`src/rtl/rtc_init_sequencer_if.sv`:
```
// RTC register-write bus between the init sequencer (master) and the RTC bus driver (slave).
// The master holds wr_req with a stable address and data until the slave pulses wr_ack.
interface rtc_init_sequencer_if;
    logic       wr_req;
    logic [7:0] wr_addr;
    logic [7:0] wr_data;
    logic       wr_ack;

    modport master (
        output wr_req,
        output wr_addr,
        output wr_data,
        input  wr_ack
    );

    modport slave (
        input  wr_req,
        input  wr_addr,
        input  wr_data,
        output wr_ack
    );
endinterface

```
`src/rtl/rtc_init_sequencer.sv`:
```
// RTC init sequencer: walks the init ROM from address 0 and issues one register write per
// entry over a req/ack bus. It stops at the end-marker byte or after the last ROM address.
// A write that waits too long for its ack aborts the run and raises error.
module rtc_init_sequencer #(
    parameter int unsigned ADDR_W     = 4,
    parameter logic [7:0]  BASE_ADDR  = 8'h00,
    parameter logic [7:0]  END_MARKER = 8'hFF,
    parameter int unsigned TIMEOUT    = 255
) (
    input  logic                       clk,
    input  logic                       rst_n,
    input  logic                       start_i,
    output logic [ADDR_W-1:0]          rom_addr_o,
    input  logic [7:0]                 rom_data_i,
    rtc_init_sequencer_if.master       wr_bus,
    output logic                       busy_o,
    output logic                       done_o,
    output logic                       error_o,
    output logic [ADDR_W:0]            wr_count_o
);

    // Timeout counter is wide enough to hold TIMEOUT itself.
    localparam int unsigned TW = (TIMEOUT < 2) ? 1 : $clog2(TIMEOUT + 1);
    localparam logic [TW:0] TimeoutVal = (TW + 1)'(TIMEOUT);
    localparam logic [ADDR_W-1:0] LastIdx = '1;

    typedef enum logic [2:0] {
        StIdle,
        StFetch,
        StReq,
        StDone,
        StError
    } state_e;

    state_e              state_q, state_d;
    logic [ADDR_W-1:0]   idx_q, idx_d;
    logic [ADDR_W:0]     wr_count_q, wr_count_d;
    logic [TW-1:0]       cnt_q, cnt_d;
    logic                wr_req_q, wr_req_d;
    logic [7:0]          wr_addr_q, wr_addr_d;
    logic [7:0]          wr_data_q, wr_data_d;
    logic                busy_q, busy_d;
    logic                done_q, done_d;
    logic                error_q, error_d;

    logic [TW:0]         cnt_inc;
    logic [7:0]          idx_ext;

    assign cnt_inc = {1'b0, cnt_q} + {{TW{1'b0}}, 1'b1};
    assign idx_ext = 8'(idx_q);

    // State and output registers; reset drops wr_req immediately.
    always_ff @(posedge clk or negedge rst_n) begin
        if (!rst_n) begin
            state_q    <= StIdle;
            idx_q      <= '0;
            wr_count_q <= '0;
            cnt_q      <= '0;
            wr_req_q   <= 1'b0;
            wr_addr_q  <= 8'h00;
            wr_data_q  <= 8'h00;
            busy_q     <= 1'b0;
            done_q     <= 1'b0;
            error_q    <= 1'b0;
        end else begin
            state_q    <= state_d;
            idx_q      <= idx_d;
            wr_count_q <= wr_count_d;
            cnt_q      <= cnt_d;
            wr_req_q   <= wr_req_d;
            wr_addr_q  <= wr_addr_d;
            wr_data_q  <= wr_data_d;
            busy_q     <= busy_d;
            done_q     <= done_d;
            error_q    <= error_d;
        end
    end

    // Next-state logic: fetch a ROM byte, request its write, advance on ack or abort on timeout.
    always_comb begin
        state_d    = state_q;
        idx_d      = idx_q;
        wr_count_d = wr_count_q;
        cnt_d      = cnt_q;
        wr_req_d   = wr_req_q;
        wr_addr_d  = wr_addr_q;
        wr_data_d  = wr_data_q;
        busy_d     = busy_q;
        done_d     = done_q;
        error_d    = error_q;

        unique case (state_q)
            StIdle: begin
                if (start_i) begin
                    idx_d      = '0;
                    wr_count_d = '0;
                    done_d     = 1'b0;
                    error_d    = 1'b0;
                    busy_d     = 1'b1;
                    state_d    = StFetch;
                end
            end
            StFetch: begin
                if (rom_data_i == END_MARKER) begin
                    state_d = StDone;
                end else begin
                    wr_data_d = rom_data_i;
                    wr_addr_d = BASE_ADDR + idx_ext;
                    wr_req_d  = 1'b1;
                    cnt_d     = '0;
                    state_d   = StReq;
                end
            end
            StReq: begin
                cnt_d = cnt_inc[TW-1:0];
                // Ack wins over a timeout landing in the same cycle.
                if (wr_bus.wr_ack) begin
                    wr_req_d   = 1'b0;
                    wr_count_d = wr_count_q + {{ADDR_W{1'b0}}, 1'b1};
                    if (idx_q == LastIdx) begin
                        state_d = StDone;
                    end else begin
                        idx_d   = idx_q + {{(ADDR_W - 1){1'b0}}, 1'b1};
                        state_d = StFetch;
                    end
                end else if (cnt_inc == TimeoutVal) begin
                    wr_req_d = 1'b0;
                    state_d  = StError;
                end
            end
            StDone: begin
                busy_d  = 1'b0;
                done_d  = 1'b1;
                state_d = StIdle;
            end
            StError: begin
                // idx is left where the abort happened.
                busy_d  = 1'b0;
                error_d = 1'b1;
                state_d = StIdle;
            end
            default: begin
                state_d = StIdle;
            end
        endcase
    end

    assign rom_addr_o     = idx_q;
    assign wr_bus.wr_req  = wr_req_q;
    assign wr_bus.wr_addr = wr_addr_q;
    assign wr_bus.wr_data = wr_data_q;
    assign busy_o         = busy_q;
    assign done_o         = done_q;
    assign error_o        = error_q;
    assign wr_count_o     = wr_count_q;

endmodule

```
`src/flat_wrapper.sv`:
```
// flat-port wrapper written by rule: the top's interface ports become plain ports
module rtc_init_sequencer_flat 
#(
    parameter int unsigned ADDR_W     = 4,
    parameter logic [7:0]  BASE_ADDR  = 8'h00,
    parameter logic [7:0]  END_MARKER = 8'hFF,
    parameter int unsigned TIMEOUT    = 255
)
  (clk, rst_n, start_i, rom_addr_o, rom_data_i, busy_o, done_o, error_o, wr_count_o, wr_bus_wr_req, wr_bus_wr_addr, wr_bus_wr_data, wr_bus_wr_ack);
  rtc_init_sequencer_if wr_bus_i ();
  input  logic clk;
  input  logic rst_n;
  input  logic start_i;
  output logic [ADDR_W-1:0] rom_addr_o;
  input  logic [7:0] rom_data_i;
  output logic busy_o;
  output logic done_o;
  output logic error_o;
  output logic [ADDR_W:0] wr_count_o;
  output wire logic [$bits(wr_bus_i.wr_req)-1:0] wr_bus_wr_req;
  output wire logic [$bits(wr_bus_i.wr_addr)-1:0] wr_bus_wr_addr;
  output wire logic [$bits(wr_bus_i.wr_data)-1:0] wr_bus_wr_data;
  input wire logic [$bits(wr_bus_i.wr_ack)-1:0] wr_bus_wr_ack;
  assign wr_bus_wr_req = wr_bus_i.wr_req;
  assign wr_bus_wr_addr = wr_bus_i.wr_addr;
  assign wr_bus_wr_data = wr_bus_i.wr_data;
  assign wr_bus_i.wr_ack = wr_bus_wr_ack;
  rtc_init_sequencer #(.ADDR_W(ADDR_W), .BASE_ADDR(BASE_ADDR), .END_MARKER(END_MARKER), .TIMEOUT(TIMEOUT)) u_core (.clk(clk), .rst_n(rst_n), .start_i(start_i), .rom_addr_o(rom_addr_o), .rom_data_i(rom_data_i), .wr_bus(wr_bus_i), .busy_o(busy_o), .done_o(done_o), .error_o(error_o), .wr_count_o(wr_count_o));
endmodule
```
`config.mk`:
```
export PLATFORM = sky130hd
export DESIGN_NAME = rtc_init_sequencer_flat
export DESIGN_NICKNAME = d
export VERILOG_FILES = /design/src/rtl/rtc_init_sequencer_if.sv /design/src/rtl/rtc_init_sequencer.sv /design/src/flat_wrapper.sv
export SDC_FILE = /design/constraint.sdc
export NUM_CORES = 1
export LEC_CHECK = 0
export ABC_AREA = 1
export CAP_MARGIN = 15
export CORE_MARGIN = 2
export CORE_UTILIZATION = 40
export DETAILED_ROUTE_END_ITERATION = 6
export GPL_TIMING_DRIVEN = 0
export PLACE_DENSITY = 0.66
export REMOVE_ABC_BUFFERS = 1
export SETUP_SLACK_MARGIN = 0.3
export SYNTH_ARGS = -nofsm -noshare
export SYNTH_HDL_FRONTEND = slang
export SYNTH_SLANG_ARGS = --single-unit
export TNS_END_PERCENT = 10
```
`constraint.sdc`:
```
create_clock -name clk -period 1.8 [get_ports clk]
set_input_delay 0.36 -clock clk [delete_from_list [all_inputs] [get_ports clk]]
set_output_delay 0.36 -clock clk [all_outputs]
set_load 0.02 [all_outputs]
```
==> results by stage, run 1 <==
Status:
- The flow ran to the end, and the final reports show no timing, DRC or antenna violations.

Die:
- The die covers 4950 sq um.
- The I/O pin total is 41.
- The core region is ~4300 sq um.
- The chip width is 70.4 um.
- The initial standard-cell utilization of the core is 41.1%.
- The number of cell rows is 24.
- The vertical extent of the die is 70.4 um.

Place:
- The quantity of I/O buffers inserted on ports is 36.
- Counting tap cells, the placed design contains a total of 296 instances.
- Before CTS, the worst setup slack after placement is -0.425 ns.
- The HPWL after detailed placement is 2.44 mm.
- The weighted congestion at the end of routability-driven global placement is 0.763.

Yosys:
- In this run, distinct cell masters in the synthesized netlist total 29.
- Ranked by total cell area, the synthesized netlist is headed by sky130_fd_sc_hd__dfrtp_1 (51%), sky130_fd_sc_hd__nand2_1 (13%), sky130_fd_sc_hd__inv_1 (4.7%).
- In the synthesized netlist the async set-or-reset flop fraction comes to 100%.
- The count of yosys warnings during synthesis is 0.
- The number of flops mapped to enable cells by yosys is 0.
- The cell count after synthesis is 213.
- The most used flip-flop cell after synthesis is sky130_fd_sc_hd__dfrtp_1.
- Sorting the synthesized cells by how often they occur yields sky130_fd_sc_hd__nand2_1 (61), sky130_fd_sc_hd__dfrtp_1 (36), sky130_fd_sc_hd__inv_1 (22), sky130_fd_sc_hd__nand3_1 (15), sky130_fd_sc_hd__o21ai_1 (15).
- The share of synthesized area occupied by flip-flops and latches is 51.1%.
- The average instance in the mapped netlist occupies between 8 and 9 sq um.
- The synthesis-stage register bit count is 36.
- In this run the cell area of the synthesized design comes to 1760 sq um.
- The cell accounting for the most synthesized area is sky130_fd_sc_hd__dfrtp_1.
- The most common cell in the synthesized netlist is sky130_fd_sc_hd__nand2_1.
- The synthesized design devotes to its leading area cell type between 50% and 60% of total area.

Routing:
- The ratio of routed vias to standard cells is 4.81.
- The final route contains 1495 vias.
- The starting DRC count in detailed routing is 74.
- Summed over all layers, the routed wires come to 3.73 mm.
- The average wire length per cell after detail routing is 12.0 um.
- The remaining routing DRC violations is 0.
- In this run the remaining antenna-violating nets after routing total 0.
- The first-pass detailed-route iteration total is 4.

Timing:
- Measured against its own limit, the worst slew margin works out to 47.4%.
- The final hold violation count is 0.
- The final setup skew is 0.00525 ns.
- For the pin with the worst max-slew slack, the measured transition is approximately 0.79 ns.
- The count of final max-slew check failures is 0.
- The post-route fraction of the period consumed by the critical path is 92.6%.
- Setup violations remaining at the end of the flow were counted as 0.
- Setup repair after global routing could not meet its margin everywhere.
- After layout, the worst setup slack is 0.134 ns.
- The maximum clock rate is 600 MHz.
- Counting I/O delays and the setup requirement, the final critical path takes 1.67 ns.

Final layout:
- At the end of the flow the core is filled with cells to 54.9%.
- The final net count is 275.
- The count of antenna diodes in the layout is 0.
- Cells with a size suffix above 1 make up 14.3% of the layout.
- From synthesis to final layout, the design area changed by 33.6%.
- The finished layout holds 311 standard cells, fillers aside.

CTS:
- The number of sinks driven by the clock tree is 36.
- Counting along the longest clock path gives a buffer depth of 2.
- The clock transition at the register clock pins on the worst setup and hold paths after CTS is 0.07 ns.
- The root buffer cell chosen for the clock tree is sky130_fd_sc_hd__clkbuf_8.
- Buffers inserted during clock tree synthesis total 5.
- TritonCTS built the clock tree.
- The deepest level of the CTS H-tree is 2.
- The clock latency of the later-clocked register in the worst-skew pair is 0.29 ns.

GRT:
- The total overflow left after global routing is 0.
- The via count of the first global-routing pass was 1342.
- The total routing resource utilization after global routing is 16.4%.
- The number of antenna violations at the first check in global routing is 0.
- The first global-routing pass estimated 6.27 mm of wire.
- Entering global routing, the biggest net connects 37 pins.

Critical path:
- The class of the most critical setup path is flop to output port.
- The cell family contributing the most delay on the critical path is buffers and inverters.
- Together, buffers and inverters on the worst path number 1.
- STA classifies the critical path startpoint as a flop.
- Of all nets on the critical path, the largest fanout is 4.
- The critical path data required time is 1.44 ns.
- The critical path goes through clkdlybuf4s50_1.
- For this design, the slowest cell found on the critical path is sky130_fd_sc_hd__clkdlybuf4s50_1.
- Data arrives at the worst endpoint at 1.31 ns.
- On the worst path, the slowest cell contributes a delay of 0.62 ns.
- The endpoint class of the critical path is an output port.

Flow run:
- Across the run, the number of max-cap violations was 0.

Power and ir drop:
- In this run the power density over the cells is 1490 nW/um^2.
- IR analysis of the VDD net gives a maximum drop of a little over 0.0007 V.
- Summed over all cells, the static leakage comes to around 1.1 nW.
- The sum of internal, switching and leakage power is 0.00352 W.

Worst hold path:
- The worst hold path belongs to the class primary input to async pin.
## final cells by class
type	instances	area, sq um
timing repair buffer	43	415
sequential	36	905
tap	52	65.1
clock buffer	6	72.6
fill	421	1940
inverter	27	101
clock inverter	1	5.00
multi-input combinational	146	792
## sequential cells by signal, summed over array words and instances, names as in the netlist
signal and cells:
u_core.busy_o 1, u_core.cnt_q 8, u_core.done_o 1, u_core.error_o 1, u_core.rom_addr_o 4, u_core.state_q 3, u_core.wr_bus.wr_addr 4, u_core.wr_bus.wr_data 8
u_core.wr_bus.wr_req 1, u_core.wr_count_o 5
## cells by family after synthesis
logic type	Yosys count	share of synthesized area, %
AND/OR/NAND/NOR	102	25.3
flip-flops	36	51.1
buffers and inverters	35	8.52
AO/OA/AOI/OAI	31	10.0
XOR/XNOR	4	1.99
adder cells (fa/ha/maj)	4	2.84
other	1	0.213
## stage by stage
stage	cell area, sq um	hold WS (ns)	TNS, ns
finish	2360	0.149	0
global route	2360	0.239	0
CTS	2300	0.180	0
detailed placement	2150	0.472	-5.59
global placement	2150	0.468	-22.36
floorplan	1730	0.0644	0
## power breakdown
group          internal, W  switching [W]  total, W
sequential         0.00106       0.000206   0.00127
combinational     0.000724       0.000996   0.00172
clock             0.000263       0.000269  0.000532
## timing repair
action	in CTS	in global routing
cloned	1	0
resized for setup	8	11
setup buffers	4	3
pin swaps	2	1
hold buffers	0	0
hold endpoints to repair	0	0
endpoints found under the setup margin	58	44
## cell usage in the layout, fill, tap and decap left out, types with 3 or more instances in the layout
master / netlist / layout
sky130_fd_sc_hd__o21ai_0: 3 / 3
sky130_fd_sc_hd__nand3_1: 15 / 15
sky130_fd_sc_hd__nand2_2: 2 / 4
sky130_fd_sc_hd__clkdlybuf4s50_1: 0 / 32
sky130_fd_sc_hd__clkbuf_8: 0 / 5
sky130_fd_sc_hd__nand2_1: 61 / 58
sky130_fd_sc_hd__dfrtp_1: 36 / 33
sky130_fd_sc_hd__a21oi_1: 4 / 3
sky130_fd_sc_hd__nor2_1: 14 / 14
sky130_fd_sc_hd__o31ai_1: 3 / 3
sky130_fd_sc_hd__dfrtp_2: 0 / 3
sky130_fd_sc_hd__inv_2: 5 / 5
sky130_fd_sc_hd__conb_1: 1 / 4
sky130_fd_sc_hd__nor3_4: 1 / 3
sky130_fd_sc_hd__o21ai_1: 15 / 15
sky130_fd_sc_hd__buf_4: 4 / 6
sky130_fd_sc_hd__ha_1: 4 / 4
sky130_fd_sc_hd__xor2_1: 3 / 3
sky130_fd_sc_hd__inv_1: 22 / 22
## per-layer routing
layer / routed length (um) / track usage, % / share of wire [%]
met4: 93 / 8.97 / 2.5
met1: 1790 / 22.7 / 48
met5: 0 / 0 / 0
met3: 190 / 4.18 / 5.1
met2: 1660 / 23.5 / 45
## path summary, 6_finish.rpt
| path | from | endpoint | slack (ns) | cells past startpoint |
|---|---|---|---|---|
| setup / recovery | u_core.rom_addr_o[3] | rom_addr_o[3] | 0.13 | 1 |
| hold / removal | rst_n | u_core.wr_bus.wr_data[7] | 0.15 | 1 |
| setup reg to reg | u_core.cnt_q[1] | u_core.state_q[2] | 0.32 | 9 |
| hold reg to reg | u_core.error_o | u_core.error_o | 0.48 | 1 |
| max in group asynchronous | rst_n | u_core.state_q[0] | 1.10 | 1 |
| min in group clk | u_core.error_o | u_core.error_o | 0.48 | 1 |
Power figures use the tool's default switching activity.
==> run 2: changes to the inputs <==
--- a/config.mk
+++ b/config.mk
@@ -13,7 +13,8 @@
 export GPL_TIMING_DRIVEN = 0
 export PLACE_DENSITY = 0.66
 export REMOVE_ABC_BUFFERS = 1
-export SETUP_SLACK_MARGIN = 0.3
+export SETUP_SLACK_MARGIN = 0.02
+export SKIP_CTS_REPAIR_TIMING = 1
 export SYNTH_ARGS = -nofsm -noshare
 export SYNTH_HDL_FRONTEND = slang
 export SYNTH_SLANG_ARGS = --single-unit
==> results by stage, run 2 (synthesis gave the netlist of run 1 again) <==
Status:
- The run finished with clean final reports.

Place:
- During placement, the flow inserted port buffers numbering 36.
- Detailed placement ended at an HPWL of about 2.4 mm.
- Counting tap cells, the placed design contains a total of a little under 300 instances.
- At the placement stage, the worst setup path has a slack of -0.425 ns.
- Routability-driven placement finished with a final weighted congestion of 0.763.

Final layout:
- The fraction of final layout cells sized beyond drive strength 1 is a little under a tenth.
- In the final design database the tool counted 270 nets.
- The filler-free cell count of the finished design is just over 300.
- The library cell used most frequently in the layout, excluding fill and tap cells, is sky130_fd_sc_hd__nand2_1.
- Leaving out fill and tap cells, the most frequent cells in the layout are sky130_fd_sc_hd__nand2_1 (61), sky130_fd_sc_hd__dfrtp_1 (36), sky130_fd_sc_hd__clkdlybuf4s50_1 (35).
- The layout overhead on the synthesized area is 28.7%.
- The count of antenna diodes in the layout is 0.

Power and ir drop:
- The power per cell area is 1490 nW/um^2.
- Summing internal, switching and leakage power gives 0.00338 W.
- Across the VDD grid, the largest voltage drop is 0.000672 V.
- The static leakage is 1.09 nW.

Critical path:
- STA classifies the critical path startpoint as a flop.
- The worst reg2reg path startpoint is u_core.state_q[1].
- Across all register-to-register paths, the minimum setup slack is 0.25 ns.
- The gate family responsible for the most delay along the worst path is buffers and inverters.
- Walking the worst path, the cells encountered are clkdlybuf4s50_1.
- The start point of the critical path is u_core.wr_count_o[2].
- The endpoint class of the critical path is an output port.
- The number of buffer and inverter instances along the worst setup path is 1.
- Along the worst path, the maximum fanout reaches 5.
- The critical path depth in cells is 1.
- In this run the critical register-to-register path is captured at u_core.rom_addr_o[3].
- The class of the most critical setup path is flop to output port.
- The slowest stage of the critical path is the sky130_fd_sc_hd__clkdlybuf4s50_1 cell.
- The peak per-stage delay on the critical path is 0.63 ns.
- Following the worst setup path forward leads to its endpoint at wr_count_o[2].
- The critical path data required time is ~1.4 ns.
- Counting cells, the worst reg-to-reg path comes to 10.
- The data arrival time of the worst path is approximately 1.3 ns.

CTS:
- The root cell of the clock tree is sky130_fd_sc_hd__clkbuf_8.
- At the later pin of the worst-skew pair, clock insertion delay measures about 0.29 ns.
- The number of clock buffers inserted by TritonCTS is 5.
- The H-tree was split into 2 levels.
- The clock passes through at most 2 buffers.
- The clock transition at the register clock pins on the worst setup and hold paths after CTS is approximately 0.07 ns.
- The CTS tree is built.
- The number of sinks driven by the clock tree is 36.

GRT:
- The global-route wire length before repair is 5.87 mm.
- Across every metal layer, demand over resource in global routing totals 15.2%.
- The via count of the first global-routing pass was approximately 1300.
- The number of antenna violations at the first check in global routing was 0.
- The total global routing overflow is 0.
- Entering global routing, the biggest net connects 37 pins.

Routing:
- In the routed layout, each cell is associated on average with a via count of 4.79.
- For this block, the routed nets add up to 3.51 mm of wire.
- For this block, the initial DRC count from the detailed router was 90.
- The number of antenna-violating nets in the routed design is 0.
- Dividing the detail-routed wire length by the instance count gives 11.5 um.
- The total via count in the routed design is 1467.
- In the routed design, unresolved DRC markers number 0.
- The first-pass detailed-route iteration total is 4.

Timing:
- The final sum of negative setup slack is 0 ns.
- The final hold violation count came to 0.
- The measured slew at the worst slew-check pin is 0.791 ns.
- Setup repair after global routing left no endpoint under its margin.
- Across all setup checks in the final design, the least slack found is between 0.1 and 0.15 ns.
- The shortest clock period the worst path allows after layout is 1.70 ns.
- The count of final max-slew check failures is 0.
- For this run, the top clock speed supported by timing is 589 MHz.
- The post-route fraction of the period consumed by the critical path is 94.3%.
- The headroom to the max-slew limit is 47.3%.
- The final setup skew is 0.00615 ns.
- The count of final setup violators is 0.

Die:
- The number of cell rows is 24.
- In this run the horizontal extent of the chip is between 70 and 80 um.
- The floorplan die area is 4950 sq um.
- The core box area is 4290 sq um.
- The initial standard-cell utilization of the core is 41.1%.
- The I/O pin total is 41.
- The vertical extent of the die is around 70 um.

Worst hold path:
- The path category of the worst min-delay check is primary input to async pin.

Flow run:
- Across the run, the number of max-cap violations was 0.
[run 2: cell count changes in the layout (fill, tap and decap cells not counted), moves of 3 or more]
cell,change
sky130_fd_sc_hd__nand2_1,+3
sky130_fd_sc_hd__clkdlybuf4s50_1,+3
sky130_fd_sc_hd__dfrtp_1,+3
sky130_fd_sc_hd__dfrtp_2,-3
sky130_fd_sc_hd__nand2_2,-3
sky130_fd_sc_hd__buf_4,-3
[run 2: how the worst min path moves through the flow]
stage | start | endpoint | depth (start not counted)
6_report | rst_n | u_core.wr_bus.wr_data[7] | 1
5_1_grt | rst_n | u_core.wr_bus.wr_data[5] | 1
4_1_cts | rst_n | u_core.wr_bus.wr_data[7] | 1
3_5_place_dp | u_core.error_o | u_core.error_o | 1
3_3_place_gp | u_core.done_o | u_core.done_o | 1
2_1_floorplan | rst_n | u_core.busy_o | 0
[run 2: layout make-up]
cell class                      count  area [sq um]
Clock buffer                        6          72.6
Clock inverter                      1          5.00
Fill cell                         417          2020
Inverter                           27           101
Multi-Input combinational cell    145           747
Sequential cell                    36           901
Tap cell                           52          65.1
Timing Repair Buffer               39           378
[run 2: layer usage]
metal	global-route usage, %	vias to the layer above	wire (um)
li1	-	757	-
met1	20.7	664	1720
met2	21.4	39	1520
met3	4.18	7	187
met4	8.97	0	78
met5	0	-	0
[run 2: power by group]
| group | internal, W | switching [W] | total [W] |
|---|---|---|---|
| combinational | 0.000654 | 0.000935 | 0.00159 |
| clock | 0.000263 | 0.000271 | 0.000534 |
| sequential | 0.00106 | 0.000198 | 0.00125 |
| total | 0.00197 | 0.00140 | 0.00338 |
[run 2: through the flow]
step / util (%) / cell area, sq um / hold slack, ns
after global placement: 50.1 / 2150 / 0.468
final: 52.9 / 2270 / 0.146
after CTS: 51.8 / 2220 / 0.180
after global routing: 52.9 / 2270 / 0.233
after detailed placement: 50.0 / 2150 / 0.472
after floorplan: - / 1730 / 0.0644
==> run 3: changes to the inputs <==
==> constraint.sdc (replaced) <==
create_clock -name clk -period 2.2 [get_ports clk]
set_input_delay 0.44 -clock clk [delete_from_list [all_inputs] [get_ports clk]]
set_output_delay 0.44 -clock clk [all_outputs]
set_load 0.02 [all_outputs]
==> results by stage, run 3 (synthesis gave the netlist of run 1 again) <==
Power and ir drop:
- The maximum vdd drop is between 0.0005 and 0.0006 V.
- Summed over all nets, the switching power comes to 0.00112 W.
- The static leakage is ~1.1 nW.
- Power spread over the standard cell area amounts to 1210 nW/um^2.
- The clock network power share is 16.0%.
- The combinational fraction of design power is 45.9%.
- Registers are responsible for a little under two fifths of the overall power.
- Of the total power, the share spent switching nets is 41.6%.
- The design draws 0.00270 W.
- The internal portion of the total power is 0.00157 W.

Routing:
- The first routing iteration left 79 violations.
- The first-pass detailed-route iteration total is 4.
- In the routed layout, each cell is associated on average with a via count of ~4.7.
- The remaining routing DRC violations is 0.
- The average wire length per cell after detail routing is ~11 um.
- The number of antenna-violating nets in the routed design is 0.
- The total wirelength of the detailed-routed design is 3.44 mm.
- The total via count in the routed design is 1425.

Timing:
- In the finished design, the share of the clock period the worst path needs comes to 90.3%.
- Based on the critical path, the design can be clocked at up to 503 MHz.
- The final hold violation count is 0.
- The count of final max-slew check failures was 0.
- The final setup skew is 0.00661 ns.
- The shortest clock period the worst path allows after layout is 1.99 ns.
- Setup repair after global routing left no endpoint under its margin.
- The count of final setup violators is 0.
- The headroom to the max-slew limit is 47.0%.
- At the pin with the least slew margin, the transition time is about 0.80 ns.

CTS:
- The H-tree generated during clock tree synthesis spans 2 levels.
- TritonCTS built the clock tree.
- The number of clock buffers inserted by TritonCTS is 5.
- The root cell of the clock tree is sky130_fd_sc_hd__clkbuf_8.
- The later pin in the worst-skew pair is clocked with a latency of 0.28 ns.
- The clock transition at the register clock pins on the worst setup and hold paths after CTS is 0.07 ns.
- Clock tree synthesis found a total of 36 sinks.
- The number of buffers on the longest clock path is 2.

Final layout:
- The post-route netlist has between 7 and 8% of its cells at a drive strength greater than 1.
- The library cell used most frequently in the layout, excluding fill and tap cells, is sky130_fd_sc_hd__nand2_1.
- The end-of-flow core utilization is 51.8%.
- The final layout contains 267 nets.
- The layout overhead on the synthesized area is 26.1%.
- The count of antenna diodes in the layout is 0.
- The library cells used most frequently in the layout, excluding fill and tap cells, are sky130_fd_sc_hd__nand2_1 (61), sky130_fd_sc_hd__dfrtp_1 (36), sky130_fd_sc_hd__clkdlybuf4s50_1 (35).
- The number of fill cells in the layout is 418.
- Registers take 901 sq um.
- Summing all multi-input logic gate instances after layout gives 723 sq um.

Critical path:
- The data arrival time of the worst path is 2.19 ns.
- The critical path data required time is 2.40 ns.
- STA classifies the critical path endpoint as a flop.
- The startpoint identified for the worst register-to-register timing path is u_core.state_q[2].
- In this run the worst setup path terminates at u_core.cnt_q[7].
- The internal reg-to-reg setup slack is around 0.39 ns.
- In this run the worst setup path begins at rom_data_i[7].
- The terminus of the critical flop-to-flop path is u_core.wr_count_o[3].
- The maximum fanout count along the critical path is 26.
- The class of the most critical setup path is primary input to flop.
- STA classifies the critical path startpoint as a primary input.
- For the worst flop-to-flop path, the logic depth is 6.

Die:
- The floorplan has 24 rows.
- Measured along the y axis, the die boundary spans 70.4 um.
- The core box area is 4290 sq um.
- The I/O pin total is just over 40.
- The floorplan die area is approximately 5000 sq um.
- Measured along the x axis, the die boundary spans 70.4 um.
- The initial standard-cell utilization of the core is 41.1%.

Flow run:
- Max-cap violations in this run came to 0.

GRT:
- For met2 alone, demand over resource in global routing was 21.4%.
- The pin count of the biggest net entering global routing is 37.
- The total routing resource utilization after global routing is 15.2%.
- The met1 demand-to-capacity share in global routing is between 20% and 30%.
- The most used routing layer is met2.
- The via count of the first global-routing pass came to 1294.
- The total overflow left after global routing is 0.
- For this run, global-route usage on met3 was measured as 4.18%.
- The number of antenna violations at the first check in global routing was 0.
- The global-route wire length before repair is about 6 mm.

Place:
- The HPWL after detailed placement is 2.44 mm.
- The quantity of I/O buffers inserted on ports is 36.
- At the end of routability-driven placement, the weighted congestion stood at 0.763.

Status:
- The flow ran to the end, and the final reports show no timing, DRC or antenna violations.

Worst hold path:
- The path category of the worst min-delay check is primary input to async pin.
-- run 3: metal layers --
metal | routed length (um) | up-vias
li1 | - | 749
met1 | 1740 | 639
met2 | 1470 | 32
met3 | 164 | 5
met4 | 68 | 0
met5 | 0 | -
-- run 3: power by group through the flow --
stage	sequential, W	combinational [W]	clock (W)
floorplan	0.00120	0.000577	0
global placement	0.00104	0.00123	0
detailed placement	0.00103	0.00125	0
CTS	0.00103	0.00126	0.000450
global route	0.00105	0.00138	0.000476
finish	0.00103	0.00124	0.000431
-- run 3: how the worst min path moves through the flow --
stage,startpoint,to,slack (ns)
after floorplan,rst_n,u_core.busy_o,0.14
after global placement,u_core.done_o,u_core.done_o,0.47
after detailed placement,u_core.error_o,u_core.error_o,0.47
after CTS,rst_n,u_core.wr_bus.wr_data[7],0.26
after global routing,rst_n,u_core.wr_bus.wr_data[5],0.31
final,rst_n,u_core.wr_bus.wr_data[7],0.24
-- run 3: through the flow --
| stage | instance area (sq um) | hold WS [ns] | worst slack (ns) | setup TNS (ns) | instances |
|---|---|---|---|---|---|
| final | 2220 | 0.236 | 0.212 | 0 | 303 |
| after global placement | 2150 | 0.468 | -0.156 | -5.83 | 296 |
| after detailed placement | 2150 | 0.472 | -0.105 | -0.325 | 296 |
| after floorplan | 1730 | 0.144 | 0.717 | 0 | 208 |
| after global routing | 2220 | 0.313 | 0.0380 | 0 | 303 |
| after CTS | 2220 | 0.260 | 0.189 | 0 | 303 |
-- run 3: layout make-up --
type,count,share of cell area (%)
Timing Repair Buffer,36,16.0
Clock buffer,6,3.26
Sequential cell,36,40.5
Inverter,27,4.56
Tap cell,52,2.93
Multi-Input combinational cell,145,32.5
Clock inverter,1,0.225
-- run 3: worst max-delay path, cell delays in order --
cell	delay, ns
sky130_fd_sc_hd__clkdlybuf4s50_1	0.45
sky130_fd_sc_hd__inv_1	0.05
sky130_fd_sc_hd__nor3_1	0.30
sky130_fd_sc_hd__nand2_1	0.11
sky130_fd_sc_hd__nand2_2	0.40
sky130_fd_sc_hd__nand2_1	0.20
sky130_fd_sc_hd__o21ai_0	0.21
